[src/rtl/div_seq_param_pkg.sv]
// Shared definitions for the iterative restoring divider: default widths,
// FSM state encoding and the result latency helper.
package div_seq_param_pkg;

    localparam int DEF_DIVIDEND_W = 29;
    localparam int DEF_DIVISOR_W  = 21;

    typedef enum logic [1:0] {
        IDLE = 2'd0,
        CALC = 2'd1,
        FIX  = 2'd2,
        DONE = 2'd3
    } div_state_t;

    // Enabled cycles from the acceptance edge (inclusive) until out_valid is seen.
    function automatic int div_lat(input int dividend_w);
        return dividend_w + 2;
    endfunction

endpackage

[src/rtl/div_restore_step.sv]
// One radix-2 restoring step: shift in the next dividend bit, trial-subtract
// the divisor magnitude and keep or restore the partial remainder.
module div_restore_step #(
    parameter int DIVISOR_W = 21
) (
    input  logic [DIVISOR_W-1:0] rem,
    input  logic                 next_bit,
    input  logic [DIVISOR_W-1:0] divisor_mag,
    output logic [DIVISOR_W-1:0] rem_next,
    output logic                 q_bit
);

    logic [DIVISOR_W:0]   shifted;
    logic [DIVISOR_W-1:0] diff;

    always_comb begin
        shifted  = {rem, next_bit};
        // The kept difference is always below the divisor, so the low bits suffice.
        diff     = shifted[DIVISOR_W-1:0] - divisor_mag;
        q_bit    = (shifted >= {1'b0, divisor_mag});
        rem_next = q_bit ? diff : shifted[DIVISOR_W-1:0];
    end

endmodule

[src/rtl/div_seq_param.sv]
// Parametrised radix-2 restoring divider, one quotient bit per enabled cycle,
// with valid/ready handshakes, signed mode and divide-by-zero reporting.
module div_seq_param
    import div_seq_param_pkg::*;
#(
    parameter int DIVIDEND_W = DEF_DIVIDEND_W,
    parameter int DIVISOR_W  = DEF_DIVISOR_W,
    parameter bit SIGNED_EN  = 1'b1
) (
    input  logic                  clk,
    input  logic                  reset,
    input  logic                  clken,
    input  logic                  in_valid,
    output logic                  in_ready,
    input  logic                  in_signed,
    input  logic [DIVIDEND_W-1:0] dividend,
    input  logic [DIVISOR_W-1:0]  divisor,
    output logic                  out_valid,
    input  logic                  out_ready,
    output logic [DIVIDEND_W-1:0] quotient,
    output logic [DIVISOR_W-1:0]  remainder,
    output logic                  div_by_zero,
    output logic                  busy
);

    localparam int CNT_W = $clog2(DIVIDEND_W);

    div_state_t            state, state_nxt;
    logic [DIVIDEND_W-1:0] q_reg;
    logic [DIVISOR_W-1:0]  rem_reg;
    logic [DIVISOR_W-1:0]  dvs_mag;
    logic [CNT_W-1:0]      cnt;
    logic                  neg_q, neg_r, zero_div;
    logic                  sgn, accept, divisor_zero;
    logic [DIVISOR_W-1:0]  step_rem;
    logic                  step_q;

    function automatic logic [DIVIDEND_W-1:0] neg_dvd(input logic [DIVIDEND_W-1:0] v,
                                                      input logic n);
        return n ? -v : v;
    endfunction

    function automatic logic [DIVISOR_W-1:0] neg_dvs(input logic [DIVISOR_W-1:0] v,
                                                     input logic n);
        return n ? -v : v;
    endfunction

    assign sgn          = SIGNED_EN & in_signed;
    assign divisor_zero = (divisor == '0);
    assign in_ready     = (state == IDLE) && !reset;
    assign accept       = in_valid && in_ready && clken;
    assign out_valid    = (state == DONE);
    assign busy         = (state != IDLE);

    div_restore_step #(.DIVISOR_W(DIVISOR_W)) u_step (
        .rem         (rem_reg),
        .next_bit    (q_reg[DIVIDEND_W-1]),
        .divisor_mag (dvs_mag),
        .rem_next    (step_rem),
        .q_bit       (step_q)
    );

    // NOTE: sequential state uses non-blocking assignments so every register
    // samples the pre-edge values regardless of process ordering.
    always_ff @(posedge clk) begin
        if (reset) state <= IDLE;
        else       state <= state_nxt;
    end

    // NOTE: next-state is defaulted to the current state first, so no path
    // leaves it unassigned and no latch is inferred.
    always_comb begin
        state_nxt = state;
        if (clken) begin
            case (state)
                IDLE: if (accept) state_nxt = divisor_zero ? FIX : CALC;
                CALC: if (cnt == '0) state_nxt = FIX;
                FIX:  state_nxt = DONE;
                DONE: if (out_ready) state_nxt = IDLE;
                default: state_nxt = IDLE;
            endcase
        end
    end

    always_ff @(posedge clk) begin
        if (reset) begin
            q_reg       <= '0;
            rem_reg     <= '0;
            dvs_mag     <= '0;
            cnt         <= '0;
            neg_q       <= 1'b0;
            neg_r       <= 1'b0;
            zero_div    <= 1'b0;
            quotient    <= '0;
            remainder   <= '0;
            div_by_zero <= 1'b0;
        end else if (clken) begin
            case (state)
                IDLE: if (accept) begin
                    zero_div <= divisor_zero;
                    neg_q    <= sgn & (dividend[DIVIDEND_W-1] ^ divisor[DIVISOR_W-1]);
                    neg_r    <= sgn & dividend[DIVIDEND_W-1];
                    // A zero divisor skips CALC; keep the raw dividend for the remainder.
                    q_reg    <= divisor_zero ? dividend
                                             : neg_dvd(dividend, sgn & dividend[DIVIDEND_W-1]);
                    dvs_mag  <= neg_dvs(divisor, sgn & divisor[DIVISOR_W-1]);
                    rem_reg  <= '0;
                    cnt      <= CNT_W'(DIVIDEND_W - 1);
                end
                CALC: begin
                    q_reg   <= {q_reg[DIVIDEND_W-2:0], step_q};
                    rem_reg <= step_rem;
                    cnt     <= cnt - 1'b1;
                end
                FIX: begin
                    if (zero_div) begin
                        quotient    <= '1;
                        remainder   <= q_reg[DIVISOR_W-1:0];
                        div_by_zero <= 1'b1;
                    end else begin
                        quotient    <= neg_dvd(q_reg, neg_q);
                        remainder   <= neg_dvs(rem_reg, neg_r);
                        div_by_zero <= 1'b0;
                    end
                end
                default: ;
            endcase
        end
    end

endmodule

[config.mk]
export PLATFORM = sky130hd
export DESIGN_NAME = div_seq_param
export DESIGN_NICKNAME = d
export VERILOG_FILES = /design/src/rtl/div_seq_param_pkg.sv /design/src/rtl/div_restore_step.sv /design/src/rtl/div_seq_param.sv
export SDC_FILE = /design/constraint.sdc
export NUM_CORES = 1
export LEC_CHECK = 0
export BUFFER_PORTS_ARGS = -buffer_cell sky130_fd_sc_hd__buf_2
export CAP_MARGIN = 30
export CORE_AREA = 2 2 143 145
export DETAILED_ROUTE_END_ITERATION = 8
export DIE_AREA = 0 0 145 147
export PLACE_DENSITY = 0.74
export SLEW_MARGIN = 20
export SYNTH_ARGS = -nofsm -noshare
export SYNTH_HDL_FRONTEND = slang
export SYNTH_SLANG_ARGS = --single-unit
[constraint.sdc]
create_clock -name clk -period 6.3 [get_ports clk]
set_input_delay 0.63 -clock clk [delete_from_list [all_inputs] [get_ports clk]]
set_output_delay 0.63 -clock clk [all_outputs]
set_load 0.005 [all_outputs]
==> results.cfg <==
[outcome]
status = completed

[floorplan]
die_width_um = 145
std_cell_rows = 52
dieArea_um2 = 21300
core_area_um2 = 19800
die_h_um = 147
ioPinCount = 110
start_util = 0.443

[synthesis]
syn-num-nets = 1227
ys_warn_count = 0
synth_cell_types = 78
synthArstFlopShare = 0
ys_ff_latch = 132
yosysSeqAreaShare = 0.300
synthFlopType = dfxtp_1
netlist_instances = 1138
synth_edf_count = 0
synth_area_per_cell_um2 = 7.73
syn_area_um2 = 8800

[finish]
drive_gt1_frac = 0.144
final_common_cell = dfxtp_1
final_cell_mix = dfxtp_1 (132), nand2_1 (112), buf_2 (108), nor2_1 (92), a21oi_1 (86)
syn_to_final_growth_pct = 14.7
postLayoutCoreUtil = 0.508
finalNetCount = 1290
final_area_um2 = 10100
antenna_cells = 0

[setup_path]
reg2reg_from = q_reg[28]
crit_top_cell = inv_1
crit_buf_inv = 2
cp-startpoint = q_reg[28]
cp.arrival_ns = 3.84
slowest_delay_ns = 0.62
critical_path.max_fanout = 14
critPathTopFamily = compound AO/OA/AOI/OAI gates
slowest_stage = o2111a_1
cp-end-kind = flip-flop
start_kind = flip-flop
critPathKind = reg2reg
crit_path_cell_trace = inv_1 > ha_1 > inv_1 > fa_1 > a211oi_1 > o21ai_0 > a41oi_1 > o2111a_1 > nor2_1 > o311ai_0
required_ns = 6.62

[global_routing]
grt.overflow.total = 0
grt_max_degree = 68
grt_pass1_vias = 8018
antenna_found_initial = 0
grt_pass1_wl_um = 41000
grt_use_total = 0.237

[clock_tree]
clock_latency_ns = 0.43
postCtsSetupBuffers = 0
hold_buffers = 0
cts_tree = yes
numCtsBuffers = 17
htreeDepth = 4
cts_resized = 0
clk_path_buf_depth = 2
clk_pin_slew_worst_paths_ns = 0.06
clock-sinks = 132
cts_root_buf = clkbuf_16

[detailed_routing]
drcViolationCount = 0
routed_wl_um = 25600
dr.max_layer_used = met4
met3_length_um = 1990
wl_met1_um = 11500
vias = 8784
drt_iter0_drc = 751
routed-wl-met2_um = 11300
wl_per_cell_um = 17.2
ant_nets = 0
via_per_inst = 5.92
drt-pass1-iter-count = 6

[sta]
final_max_slew_viol_count = 0
finalHoldViolations = 0
rsz0062_at_grt = no
period_needed_ns = 3.52
setup_viol = 0
worst_pin_slew_ns = 0.938
max_slew_margin = 0.375
finalClockSkew_ns = 0.0105
fmax_ghz = 0.284
fin_tns_setup_ns = 0
finalCritPeriodShare = 0.558

[pwr]
pwr_density_cell_nw_per_um2 = 308
p_seq_frac = 0.317
p_sw_mw = 1.12
peakVddDrop_mv = 0.203
p_clk_frac = 0.354
leakage_nw = 4.03
power_frac_comb = 0.330
p_sw_frac = 0.361
p_int_mw = 1.98

[placement]
placed_area_um2 = 9440
post-dp-hpwl_um = 18800
routabilityCongestion = 0.934
port_buffers = 109

[worst_hold_path]
worstHoldStart = remainder[5]
hold_class = reg2reg

[run]
cap_violations = 0
## metal layers
layer	up-vias	global-route usage
met5	-	0
met4	0	0.0832
met3	53	0.0565
met2	345	0.366
met1	4103	0.323
li1	4283	-
## worst min-delay path, delay by kind of cell, from the launching register on
kind | cells | cell delay (ns)
AND/OR/NAND/NOR | 1 | 0.05
flip-flops | 1 | 0.31
AO/OA/AOI/OAI | 1 | 0.05
## power groups by stage
stage	logic (mW)	registers, mW	clock network, mW
6_report	1.02	0.983	1.10
3_5_place_dp	0.999	0.999	0
3_3_place_gp	0.985	0.997	0
5_1_grt	1.13	0.993	1.14
4_1_cts	1.01	0.981	1.10
2_1_floorplan	0.754	0.978	0
## synth_stat cells (all sizes together), types with 6 or more instances
cell      n  area, um2
dfxtp   132       2640
nor4     10       68.8
a21oi    87        435
nor2     92        345
o211ai   38        285
xor2     33        289
o31ai    25        188
nand2b   17        106
o41ai     7       76.3
a31oi    14       87.6
nand4    12       75.1
nor3     30        155
o22ai    29        181
and3     26        163
and2      8       50.1
nand2   112        420
inv      56        210
clkbuf   60        226
o21a      6       45.0
a311oi   16        140
o21ai    53        265
or3      20        126
or4      11       93.8
buf      13       67.6
a21o     10       76.3
a211oi   29        218
ha       32        400
xnor2    66        578
nand3    25        125
## area by class of cell
class	count	area (um2)
clock inverters	12	191
fillers	1908	9760
inverters	56	210
flip-flops and latches	132	2640
well taps	270	338
multi-input cells	876	5630
repair buffers	118	623
clock buffers	20	457
## cells by family after synthesis
| kind of cell | count (synthesis) | synth area share |
|---|---|---|
| simple gates | 382 | 0.213 |
| compound gates | 358 | 0.275 |
| flops | 132 | 0.300 |
| buf+inv | 130 | 0.0610 |
| xor+xnor | 99 | 0.0986 |
| fa+ha+maj | 33 | 0.0478 |
| mux | 4 | 0.00469 |
## final timing paths
kind / depth (start not counted) / endpoint / slack [ns]
setup / recovery: 10 / rem_reg[1] / 2.78
hold / removal: 2 / remainder[5] / 0.45
setup reg to reg: 10 / rem_reg[1] / 2.78
hold reg to reg: 2 / remainder[5] / 0.45
## per-stage QoR
stage	power (mW)	hold slack, ns	instances	worst slack [ns]
2_1_floorplan	1.73	0.432	1138	3.54
3_3_place_gp	1.98	0.441	1451	2.93
3_5_place_dp	2.00	0.445	1452	2.90
4_1_cts	3.09	0.454	1484	2.84
5_1_grt	3.27	0.468	1484	2.44
6_report	3.11	0.453	1484	2.78
Note: power is estimated with default switching activity, not from simulation.
